File: config.mk
export PLATFORM = sky130hd
export DESIGN_NAME = peripheral_spram_axi4_initiator
export DESIGN_NICKNAME = d
export VERILOG_FILES = /design/src/rtl/peripheral_axi4_pkg.sv /design/src/rtl/peripheral_spram_axi4_initiator.sv
export SDC_FILE = /design/constraint.sdc
export NUM_CORES = 1
export LEC_CHECK = 0
export ABC_AREA = 1
export CORE_AREA = 2 2 247 249
export DETAILED_ROUTE_END_ITERATION = 10
export DIE_AREA = 0 0 249 251
export PLACE_DENSITY_LB_ADDON = 0.1
export SYNTH_ARGS = -nofsm -noshare
export SYNTH_HDL_FRONTEND = slang
export SYNTH_SLANG_ARGS = --single-unit
export TNS_END_PERCENT = 5
File: constraint.sdc
create_clock -name clk_i -period 1.8 [get_ports clk_i]
set_input_delay 0.18 -clock clk_i [delete_from_list [all_inputs] [get_ports clk_i]]
set_output_delay 0.18 -clock clk_i [all_outputs]
set_load 0.02 [all_outputs]
File: src/rtl/peripheral_axi4_pkg.sv
// Shared AXI4 encodings and FSM state type for the SPRAM AXI4 initiator.
// Burst/response codes are kept here so benches and sibling blocks agree on them.
package peripheral_axi4_pkg;

    localparam logic [1:0] FIXED  = 2'b00;
    localparam logic [1:0] INCR   = 2'b01;
    localparam logic [1:0] WRAP   = 2'b10;

    localparam logic [1:0] OKAY   = 2'b00;
    localparam logic [1:0] EXOKAY = 2'b01;
    localparam logic [1:0] SLVERR = 2'b10;
    localparam logic [1:0] DECERR = 2'b11;

    localparam logic [3:0] CACHE_DEFAULT = 4'b0011;
    localparam logic [2:0] PROT_DEFAULT  = 3'b000;

    typedef enum logic [2:0] {
        IDLE,
        WR,
        WRESP,
        RD,
        RDATA
    } state_t;

endpackage

File: src/rtl/peripheral_spram_axi4_initiator.sv
// Native single-port memory request -> single-beat AXI4 master transactions.
// One transaction in flight; completion is reported as a one-cycle rvalid_o pulse.
module peripheral_spram_axi4_initiator
    import peripheral_axi4_pkg::*;
#(
    parameter int AXI_ID_WIDTH   = 10,
    parameter int AXI_ADDR_WIDTH = 64,
    parameter int AXI_DATA_WIDTH = 64,
    parameter int AXI_STRB_WIDTH = 8,
    parameter int AXI_USER_WIDTH = 10,
    parameter int AXI_ID         = 0
) (
    input  logic                      clk_i,
    input  logic                      rst_i,

    input  logic                      req_i,
    input  logic                      we_i,
    input  logic [AXI_ADDR_WIDTH-1:0] addr_i,
    input  logic [AXI_STRB_WIDTH-1:0] be_i,
    input  logic [AXI_DATA_WIDTH-1:0] wdata_i,
    output logic                      gnt_o,
    output logic                      rvalid_o,
    output logic [AXI_DATA_WIDTH-1:0] rdata_o,
    output logic                      err_o,

    output logic [AXI_ID_WIDTH-1:0]   axi_aw_id,
    output logic [AXI_ADDR_WIDTH-1:0] axi_aw_addr,
    output logic [7:0]                axi_aw_len,
    output logic [2:0]                axi_aw_size,
    output logic [1:0]                axi_aw_burst,
    output logic                      axi_aw_lock,
    output logic [3:0]                axi_aw_cache,
    output logic [2:0]                axi_aw_prot,
    output logic [3:0]                axi_aw_qos,
    output logic [3:0]                axi_aw_region,
    output logic [AXI_USER_WIDTH-1:0] axi_aw_user,
    output logic                      axi_aw_valid,
    input  logic                      axi_aw_ready,

    output logic [AXI_DATA_WIDTH-1:0] axi_w_data,
    output logic [AXI_STRB_WIDTH-1:0] axi_w_strb,
    output logic                      axi_w_last,
    output logic [AXI_USER_WIDTH-1:0] axi_w_user,
    output logic                      axi_w_valid,
    input  logic                      axi_w_ready,

    input  logic [AXI_ID_WIDTH-1:0]   axi_b_id,
    input  logic [1:0]                axi_b_resp,
    input  logic [AXI_USER_WIDTH-1:0] axi_b_user,
    input  logic                      axi_b_valid,
    output logic                      axi_b_ready,

    output logic [AXI_ID_WIDTH-1:0]   axi_ar_id,
    output logic [AXI_ADDR_WIDTH-1:0] axi_ar_addr,
    output logic [7:0]                axi_ar_len,
    output logic [2:0]                axi_ar_size,
    output logic [1:0]                axi_ar_burst,
    output logic                      axi_ar_lock,
    output logic [3:0]                axi_ar_cache,
    output logic [2:0]                axi_ar_prot,
    output logic [3:0]                axi_ar_qos,
    output logic [3:0]                axi_ar_region,
    output logic [AXI_USER_WIDTH-1:0] axi_ar_user,
    output logic                      axi_ar_valid,
    input  logic                      axi_ar_ready,

    input  logic [AXI_ID_WIDTH-1:0]   axi_r_id,
    input  logic [AXI_DATA_WIDTH-1:0] axi_r_data,
    input  logic [1:0]                axi_r_resp,
    input  logic                      axi_r_last,
    input  logic [AXI_USER_WIDTH-1:0] axi_r_user,
    input  logic                      axi_r_valid,
    output logic                      axi_r_ready
);

    localparam logic [2:0] BEAT_SIZE = 3'($clog2(AXI_STRB_WIDTH));

    state_t                    state_reg;
    logic [AXI_ADDR_WIDTH-1:0] addr_reg;
    logic [AXI_STRB_WIDTH-1:0] be_reg;
    logic [AXI_DATA_WIDTH-1:0] wdata_reg;
    logic                      aw_valid_reg;
    logic                      w_valid_reg;
    logic                      ar_valid_reg;
    logic                      b_ready_reg;
    logic                      r_ready_reg;
    logic                      rvalid_reg;
    logic                      err_reg;
    logic [AXI_DATA_WIDTH-1:0] rdata_reg;
    logic                      aw_clear;
    logic                      w_clear;

    // IDs, user fields and the low response bit carry no information for this initiator.
    logic unused_inputs;
    assign unused_inputs = ^{axi_b_id, axi_b_user, axi_b_resp[0],
                             axi_r_id, axi_r_user, axi_r_resp[0]};

    assign gnt_o = req_i && (state_reg == IDLE) && !rst_i;

    // A channel is finished once it is no longer valid or completes its handshake now.
    assign aw_clear = !aw_valid_reg || axi_aw_ready;
    assign w_clear  = !w_valid_reg  || axi_w_ready;

    always_ff @(posedge clk_i) begin
        if (rst_i) begin
            state_reg    <= IDLE;
            addr_reg     <= '0;
            be_reg       <= '0;
            wdata_reg    <= '0;
            aw_valid_reg <= 1'b0;
            w_valid_reg  <= 1'b0;
            ar_valid_reg <= 1'b0;
            b_ready_reg  <= 1'b0;
            r_ready_reg  <= 1'b0;
            rvalid_reg   <= 1'b0;
            err_reg      <= 1'b0;
            rdata_reg    <= '0;
        end else begin
            rvalid_reg <= 1'b0;
            case (state_reg)
                IDLE: begin
                    if (gnt_o) begin
                        addr_reg  <= addr_i;
                        be_reg    <= be_i;
                        wdata_reg <= wdata_i;
                        if (we_i) begin
                            aw_valid_reg <= 1'b1;
                            w_valid_reg  <= 1'b1;
                            state_reg    <= WR;
                        end else begin
                            ar_valid_reg <= 1'b1;
                            state_reg    <= RD;
                        end
                    end
                end
                WR: begin
                    if (axi_aw_ready) aw_valid_reg <= 1'b0;
                    if (axi_w_ready)  w_valid_reg  <= 1'b0;
                    if (aw_clear && w_clear) begin
                        b_ready_reg <= 1'b1;
                        state_reg   <= WRESP;
                    end
                end
                WRESP: begin
                    if (axi_b_valid) begin
                        b_ready_reg <= 1'b0;
                        rvalid_reg  <= 1'b1;
                        err_reg     <= axi_b_resp[1];
                        state_reg   <= IDLE;
                    end
                end
                RD: begin
                    if (axi_ar_ready) begin
                        ar_valid_reg <= 1'b0;
                        r_ready_reg  <= 1'b1;
                        state_reg    <= RDATA;
                    end
                end
                RDATA: begin
                    // Non-last beats are consumed and dropped; only the last beat completes.
                    if (axi_r_valid && axi_r_last) begin
                        r_ready_reg <= 1'b0;
                        rdata_reg   <= axi_r_data;
                        err_reg     <= axi_r_resp[1];
                        rvalid_reg  <= 1'b1;
                        state_reg   <= IDLE;
                    end
                end
                default: state_reg <= IDLE;
            endcase
        end
    end

    assign rvalid_o = rvalid_reg;
    assign rdata_o  = rdata_reg;
    assign err_o    = err_reg;

    assign axi_aw_id     = AXI_ID_WIDTH'(AXI_ID);
    assign axi_aw_addr   = addr_reg;
    assign axi_aw_len    = 8'd0;
    assign axi_aw_size   = BEAT_SIZE;
    assign axi_aw_burst  = INCR;
    assign axi_aw_lock   = 1'b0;
    assign axi_aw_cache  = CACHE_DEFAULT;
    assign axi_aw_prot   = PROT_DEFAULT;
    assign axi_aw_qos    = 4'd0;
    assign axi_aw_region = 4'd0;
    assign axi_aw_user   = '0;
    assign axi_aw_valid  = aw_valid_reg;

    assign axi_w_data    = wdata_reg;
    assign axi_w_strb    = be_reg;
    assign axi_w_last    = 1'b1;
    assign axi_w_user    = '0;
    assign axi_w_valid   = w_valid_reg;

    assign axi_b_ready   = b_ready_reg;

    assign axi_ar_id     = AXI_ID_WIDTH'(AXI_ID);
    assign axi_ar_addr   = addr_reg;
    assign axi_ar_len    = 8'd0;
    assign axi_ar_size   = BEAT_SIZE;
    assign axi_ar_burst  = INCR;
    assign axi_ar_lock   = 1'b0;
    assign axi_ar_cache  = CACHE_DEFAULT;
    assign axi_ar_prot   = PROT_DEFAULT;
    assign axi_ar_qos    = 4'd0;
    assign axi_ar_region = 4'd0;
    assign axi_ar_user   = '0;
    assign axi_ar_valid  = ar_valid_reg;

    assign axi_r_ready   = r_ready_reg;

endmodule

==> metrics.txt <==
outcome=finished, final reports clean; share of total power in sequential cells=35.1%; antenna violation net count after detailed routing=0; Max rail drop VDD=0.6515 mV; ratio of cells with drive above 1 in the final layout=5.849%; crit-path max cell delay=0.67 ns; number of different library cells in the post-synthesis netlist=20; Worst Hold Depth=3; worst-path fanout max=2; initial antenna violation count=1; number of warnings issued by yosys=0; Worst Setup Path Type=reg2out; count of pins over their slew limit=0; effective utilization at floorplan=14.65%; RSZ-0062 raised after global routing=true; Cell Area, Placed=13660 µm²; Fmax achieved=0.5743 GHz; gate family responsible for the most delay along the worst path=buffers and inverters; final setup vio count=0; element type at the critical path end=output port; global placement routability congestion=0.7001; cells after synthesis=1131; Clock Latency Late Sink=0.56 ns; worst hold path startpoint=addr_i[45]; min setup slack post-route=0.05872 ns; portion of total power attributed to combinational logic=31.5%; leakage power figure=6.378 nW; overall power of the completed layout=16.68 mW; die area=62500 µm²; worst clock skew=0.01131 ns; Routed wire per std cell=14.47 µm; clk sinks=210; core footprint=59790 µm²; number of buffers inserted by hold repair at cts=0; HPWL after DPL=24740 µm; count of port buffers added during placement=483; ordered cell list for the critical path=clkdlybuf4s50_1; RR Endpoint=axi_w_data[28]; ratio of final minimum period to clock period=96.74%; Fin Hold WS=0.1671 ns; Min-Delay Endpoint=axi_ar_addr[45]; normalized max-slew margin=57.25%; Clock Tree Root=clkbuf_16; global-route wire length before repair=49760 µm; global router's overall resource usage=10.27%; number of rows created at floorplan=90; number of register bits inferred by synthesis=210; DR DRC count=0; cell with the largest stage delay on the worst path=clkdlybuf4s50_1; antenna fix cells=0; slack of the worst reg-to-reg path=0.18 ns; mean instance size in the synthesized netlist=7.744 µm²; min Tclk post-route=1.741 ns; initial DRC count=308; Post-Route WL=34070 µm; Longest Clk Path Bufs=3; clock transition at the registers of the reported paths=0.06 ns; net total in the final layout=1804; Post-Synthesis Cell Area=8758 µm²; Design Area, Final=14620 µm²; power density normalized to cell area=1141 nW/µm²; worst hold path type=in2reg; TritonCTS buffer count=29; Internal Pwr Total=11.00 mW; total via count in the routed design=8161; endpoint required time on the critical path=1.62 ns; depth of the most critical reg-to-reg path=7; Data arrival, critical path=1.56 ns; sequential cell area=4207 µm²; vias in the first global route=7638; final global-route overflow total=0; reported max-cap violation count=0; CTS H-tree lvls=1; CTS tree=built; area occupied by multi-input gates=3219 µm²; sort of element at the start of the critical path=register; number of inserted filler cells in the final layout=6574; height of the chip=251 µm; Sw Ratio=34.06%; net switching power=5.683 mW; maximum number of pins on one net before global-route repair=120; worst reg2reg path startpoint=state_reg[0]; Worst Tran Pin Value=0.6413 ns; Vias per Instance=3.465; Die Span X=249 µm; worst path buffer plus inverter count=1; worst slack, placed=-0.2946 ns; clock group share of total power=33.4%; fraction of the core area covered by cells at the end of the flow=24.44%; post-synthesis to final-layout area growth=66.87%; part of the Yosys area used for sequential elements=48.00%; first-pass iteration count of the detailed router=4; count of boundary I/O pins=635; number of hold-slack violations in the final timing report=0
[worst max-delay path by stage]
stage / startpoint / endpoint / depth (start not counted)
2_1_floorplan: state_reg[0] / axi_ar_addr[0] / 6
3_3_place_gp: rst_i / gnt_o / 6
3_5_place_dp: rst_i / gnt_o / 6
4_1_cts: state_reg[1] / gnt_o / 5
5_1_grt: state_reg[0] / gnt_o / 5
6_report: axi_w_data[17] / axi_w_data[17] / 1
[cell usage in the layout, fill, tap and decap left out, types with 29 or more instances in the layout]
| cell | count |
|---|---|
| clkdlybuf4s50_1 | 397 |
| nand2_1 | 297 |
| dfxtp_1 | 208 |
| nor2_1 | 142 |
| o21ai_1 | 127 |
| conb_1 | 109 |
| o21ai_0 | 79 |
| dlygate4sd2_1 | 56 |
| clkbuf_16 | 29 |
| dlymetal6s2s_1 | 29 |
[per-layer routing]
| metal | GRT usage, % | up-vias | part of all wire [%] |
|---|---|---|---|
| met5 | 0 | - | 0.035 |
| met4 | 3.117 | 2 | 2.8 |
| met3 | 4.276 | 43 | 9.7 |
| met2 | 17.58 | 328 | 48 |
| met1 | 11.63 | 3639 | 39 |
| li1 | - | 4149 | - |
[power by group through the flow]
stage | logic, mW | clock network (mW) | registers (mW)
after floorplan | 2.31 | 0 | 6.70
after global placement | 5.49 | 0 | 5.96
after detailed placement | 5.47 | 0 | 5.98
after CTS | 5.34 | 5.86 | 5.88
after global routing | 5.64 | 6.03 | 5.96
final | 5.26 | 5.57 | 5.85
[kinds of logic (layout without fill, tap and decap cells)]
logic type	Yosys count	in the layout	share of synthesized area [%]
and+or+nand+nor	451	451	19.71
buffers and inverters	254	589	19.94
AOI/OAI and AO/OA	214	214	12.26
DFF	210	210	48.00
other	2	109	0.08575
[Yosys cell counts, drive strengths merged]
cell type  number  area [µm²]
clkbuf         20       75.07
nand3           6       30.03
dfxtp         210        4204
nand2         299        1127
nor2          145       561.8
nand3b          1       7.510
conb            2       7.510
a21oi           7       35.03
o21bai          1       7.510
o21ai         206        1031
inv            15       56.31
buf           219        1615
[worst min-delay path: cells and delay by family]
kind / cells / cell delay (ns)
simple gates: 1 / 0.06
buf+inv: 1 / 0.39
compound gates: 1 / 0.05
[metrics by stage]
step / setup TNS, ns / std cells
3_3_place_gp: -14.67 / 2298
5_1_grt: -0.02603 / 2355
6_report: 0 / 2355
4_1_cts: -0.08377 / 2354
2_1_floorplan: 0 / 1238
3_5_place_dp: -14.90 / 2298
[timing repair]
action	4_1_cts	5_1_grt
setup buffers	2	1
endpoints found under the hold margin	0	0
resized for setup	62	33
setup endpoints to repair	60	35
pin swaps	2	2
[area by class of cell]
type,instances,area share (%)
Clock buffer,46,5.950
Clock inverter,8,0.3253
Inverter,15,0.4195
Multi-Input combinational cell,774,22.03
Sequential cell,210,28.78
Tap cell,782,6.695
Timing Repair Buffer,520,35.80
(Power assumes the default switching activity.)
==> RTL change 1 (config.mk and constraints unchanged) <==
Put one more register stage on the output `err_o`, with the module's reset. The value now appears one clock later. The other outputs are not delayed to match.
--- a/src/rtl/peripheral_spram_axi4_initiator.sv
+++ b/src/rtl/peripheral_spram_axi4_initiator.sv
@@ -173,7 +173,13 @@
 
     assign rvalid_o = rvalid_reg;
     assign rdata_o  = rdata_reg;
-    assign err_o    = err_reg;
+    always_ff @(posedge clk_i) begin
+        if (rst_i) begin
+            err_o <= '0;
+        end else begin
+            err_o <= err_reg;
+        end
+    end
 
     assign axi_aw_id     = AXI_ID_WIDTH'(AXI_ID);
     assign axi_aw_addr   = addr_reg;
Formal check against the unedited RTL: not equivalent (a bounded check fails within 4 cycles, from zero or initial values and one cycle with rst_i high).
==> RTL change 1 against the unedited design <==
- fmax shrank 0.31%
- sequential cell count grew 1
- die area is the same
- power grew 3.3%
- setup slack lost 0.0055 ns
- critical path type unchanged
- cell area grew 0.15%
- highest routed layer unchanged
- routed wire length grew 2.7%
- area after synthesis grew 1.8%
- clock skew grew 0.0012 ns
- synthesized cell count grew 0.27%
- cell count shrank 0.51%
- global-route usage grew 0.37 points
- hold slack lost 0.0026 ns
- count of clock-buffer cells in the layout grew 1
==> RTL change 1: results (changes against the unedited design) <==
stage	metric	value	unit	change
outcome	outcome	finished, final reports clean		unchanged
detailed_routing	total via count in the routed design	8100		was 8161
placement	Placement Setup Slack	-0.275	ns	was -0.295 ns
yosys	per-instance average area after synthesis	7.86	sq um	was 7.74 sq um
placement	detailed placer's ending HPWL	25600	um	was 24700 um
yosys	most frequent cells after synthesis	296 x sky130_fd_sc_hd__nand2_1, 211 x sky130_fd_sc_hd__dfxtp_1, 189 x sky130_fd_sc_hd__buf_4		was 297 x sky130_fd_sc_hd__nand2_1, 210 x sky130_fd_sc_hd__dfxtp_1, 193 x sky130_fd_sc_hd__buf_4
global_routing	global-route met1 utilization	11.8	%	was 11.6%
timing	post-layout worst setup margin	0.0532	ns	was 0.0587 ns
placement	Cells after DPL	2289		was 2298
yosys	dominant cells by area after synthesis	sky130_fd_sc_hd__dfxtp_1 47%, sky130_fd_sc_hd__buf_4 16%, sky130_fd_sc_hd__nand2_1 12%		was sky130_fd_sc_hd__dfxtp_1 48%, sky130_fd_sc_hd__buf_4 17%, sky130_fd_sc_hd__nand2_1 13%
timing	Worst Tran Pin Value	0.537	ns	was 0.641 ns
power	clock network fraction of design power	35.7	%	was 33.4%
critical_path	crit path max fanout	3		was 2
detailed_routing	first-iteration detailed-routing DRC count	327		was 308
global_routing	met2 Usage GRT	18.1	%	was 17.6%
yosys	share of the yosys chip area belonging to registers	47.4	%	was 48.0%
critical_path	largest stage delay on the critical path	0.63	ns	was 0.67 ns
finish	number of fill cells	6578		was 6574
detailed_routing	routed wire length on met2	16700	um	was 16400 um
detailed_routing	detail-routed net length per standard cell	14.9	um	was 14.5 um
global_routing	via count of the first global-routing pass	7728		was 7638
detailed_routing	DR vias/cell	3.46		was 3.47
detailed_routing	met3 routed wirelength	3670	um	was 3320 um
global_routing	initial antenna violation count	5		was 1
placement	DP Area	0.0136	sq mm	was 0.0137 sq mm
power	P_sw	5.70	mW	was 5.68 mW
finish	ratio of cells with drive above 1 in the final layout	5.00	%	was 5.85%
power	leakage power of the design	6.44	nW	was 6.38 nW
timing	Clock Skews	0.0125	ns	was 0.0113 ns
power	Comb group	5.20	mW	was 5.26 mW
power	Worst VDD drop	0.720	mV	was 0.651 mV
critical_path	internal reg-to-reg setup slack	0.26	ns	was 0.18 ns
-- RTL change 1: cells by family (layout without fill, tap and decap cells) --
family | Yosys count | count (layout) | share of synthesized area, %
other | 2 | 111 | 0.0842
and+or+nand+nor | 452 | 452 | 19.6
AOI/OAI and AO/OA | 214 | 214 | 12.0
DFF | 211 | 211 | 47.4
buffers and inverters | 255 | 573 | 20.9
-- RTL change 1: path summary, 6_finish.rpt --
kind / endpoint
setup / recovery: axi_ar_addr[8]
hold / removal: axi_w_data[47]
setup reg to reg: axi_ar_addr[60]
hold reg to reg: err_o
-- RTL change 1: repair_timing --
action,4_1_cts,5_1_grt
hold buffers,0,0
gates cloned,0,0
resized for setup,70,32
hold endpoints to repair,0,0
setup endpoints to repair,67,34
-- RTL change 1: cell type report --
type | count | area share, %
antenna | 2 | 0.0342
timing repair buffer | 505 | 34.9
sequential | 211 | 28.9
inverter | 16 | 0.445
clock buffer | 47 | 6.31
clock inverter | 5 | 0.684
multi-input combinational | 775 | 22.1
tap | 782 | 6.68
==> RTL change 2 (same flow settings) <==
Without the edit above. `AXI_ADDR_WIDTH`: 64 -> 96.
--- a/src/rtl/peripheral_spram_axi4_initiator.sv
+++ b/src/rtl/peripheral_spram_axi4_initiator.sv
@@ -4,7 +4,7 @@
     import peripheral_axi4_pkg::*;
 #(
     parameter int AXI_ID_WIDTH   = 10,
-    parameter int AXI_ADDR_WIDTH = 64,
+    parameter int AXI_ADDR_WIDTH = 96,
     parameter int AXI_DATA_WIDTH = 64,
     parameter int AXI_STRB_WIDTH = 8,
     parameter int AXI_USER_WIDTH = 10,
Interface: changed (resized addr_i, axi_ar_addr and axi_aw_addr); port bits go from 635 to 731. No check against the original RTL was run, so the function may have changed too.
==> RTL change 2 against the unedited design <==
- first-iteration DRC count grew 1.9%
- cell area grew 14%
- sequential cell count grew 32
- die area is the same
- setup slack gained 0.0022 ns
- area after synthesis grew 15%
- routed wire length grew 19%
- largest cell class unchanged
- largest power group unchanged
- hold slack gained 0.035 ns
- combinational power grew 24%
- clock skew shrank 0.0016 ns
- register-to-register slack gained 0.02 ns
- power grew 20%
- fmax grew 0.13%
- core utilization grew 3.5 points
==> RTL change 2: results (changes against the unedited design) <==
stage	metric	value	unit	change
clock_tree	postcts setup bufs	0		was 2
global_routing	via count of the first global-routing pass	9074		was 7638
critical_path	worst reg-to-reg path cell count	8		was 7
timing	Clock Skews	0.00974	ns	was 0.0113 ns
clock_tree	clock latency of the later-clocked register in the worst-skew pair	0.53	ns	was 0.56 ns
placement	number of buffer cells added on primary ports	579		was 483
finish	final net count	2054		was 1804
global_routing	overall global routing resource usage	12.5	%	was 10.3%
detailed_routing	DR vias/cell	3.65		was 3.47
critical_path	crit path max fanout	3		was 2
clock_tree	deepest clock path buffer count	3		unchanged
global_routing	initial antenna violation count	3		was 1
outcome	outcome	finished, final reports clean		unchanged
critical_path	launching instance or port of the critical path	axi_ar_addr[95]		was axi_w_data[17]
power	leakage power of the design	6.65	nW	was 6.38 nW
detailed_routing	detail-routed net length per standard cell	15.8	um	was 14.5 um
yosys	most frequent cells after synthesis	361 x sky130_fd_sc_hd__nand2_1, 242 x sky130_fd_sc_hd__dfxtp_1, 208 x sky130_fd_sc_hd__buf_4		was 297 x sky130_fd_sc_hd__nand2_1, 210 x sky130_fd_sc_hd__dfxtp_1, 193 x sky130_fd_sc_hd__buf_4
critical_path	internal reg-to-reg setup slack	0.20	ns	was 0.18 ns
power	Worst VDD drop	0.470	mV	was 0.651 mV
critical_path	capture instance of the worst register-to-register path	axi_w_strb[7]		was axi_w_data[28]
critical_path	worst setup path endpoint	axi_aw_addr[95]		was axi_w_data[17]
finish	ratio of cells with drive above 1 in the final layout	4.60	%	was 5.85%
clock_tree	H-Tree Level Count	2		was 1
placement	detailed placer's ending HPWL	30200	um	was 24700 um
clock_tree	total CTS buffers	34		was 29
global_routing	wire length of the first global-routing pass	59000	um	was 49800 um
timing	Worst Tran Pin Value	0.659	ns	was 0.641 ns
detailed_routing	first-iteration detailed-routing DRC count	314		was 308
detailed_routing	DR pass1 iterations	5		was 4
[RTL change 2: cell count changes after synthesis, sizes merged]
| cell | change |
|---|---|
| buf | +32 |
| clkbuf | +11 |
| dfxtp | +32 |
| nand2 | +64 |
| o21ai | +32 |
[RTL change 2: layer usage]
metal	global-route usage (%)	share of wire (%)	vias up
met5	0	0.022	-
met4	3.57	2.2	2
met3	4.91	8.6	54
met2	22.6	51	370
met1	13.5	39	4208
li1	-	-	4733
[RTL change 2: how the worst min path moves through the flow]
stage / start / to / cells past startpoint
after CTS: addr_i[4] / axi_ar_addr[4] / 3
after floorplan: rst_i / axi_b_ready / 1
after global routing: wdata_i[28] / axi_w_data[28] / 3
after global placement: axi_ar_valid / axi_ar_valid / 2
after detailed placement: axi_ar_valid / axi_ar_valid / 2
final: addr_i[4] / axi_ar_addr[4] / 3
[RTL change 2: cells by family (layout without fill, tap and decap cells)]
logic type | Yosys count | after routing | share of synthesized area, %
flops | 242 | 242 | 48.0
other cells | 2 | 110 | 0.0745
simple gates | 515 | 515 | 19.6
buf+inv | 297 | 672 | 20.1
compound gates | 246 | 246 | 12.2
[RTL change 2: stage by stage]
step           hold WS, ns  setup TNS (ns)  std cells  area, sq um  setup WS, ns
3_5_place_dp         0.441          -11.13       2514        15700        -0.166
3_3_place_gp         0.441           -8.70       2514        15700        -0.147
4_1_cts              0.149               0       2566        16700       0.00210
6_report             0.202               0       2567        16700        0.0609
5_1_grt              0.178         -0.0191       2567        16700       -0.0191
2_1_floorplan        0.249               0       1409        10500         0.531
[RTL change 2: cell type report]
cell class	count	area (sq um)
tap	782	978
sequential	242	4850
clock inverter	3	43.8
multi-input combinational	870	3610
antenna	1	2.50
inverter	15	61.3
fill	6448	43100
timing repair buffer	605	6140
clock buffer	49	1040
[RTL change 2: what timing repair did]
item / 4_1_cts / 5_1_grt
resized for setup: 31 / 9
gates cloned: 0 / 0
setup endpoints to repair: 28 / 23
[RTL change 2: power by group]
part           leakage (nW)  internal (mW)  switching [mW]
Clock                 0.535           4.11            2.54
Sequential             1.98           6.22           0.647
Combinational          4.14           3.02            3.52
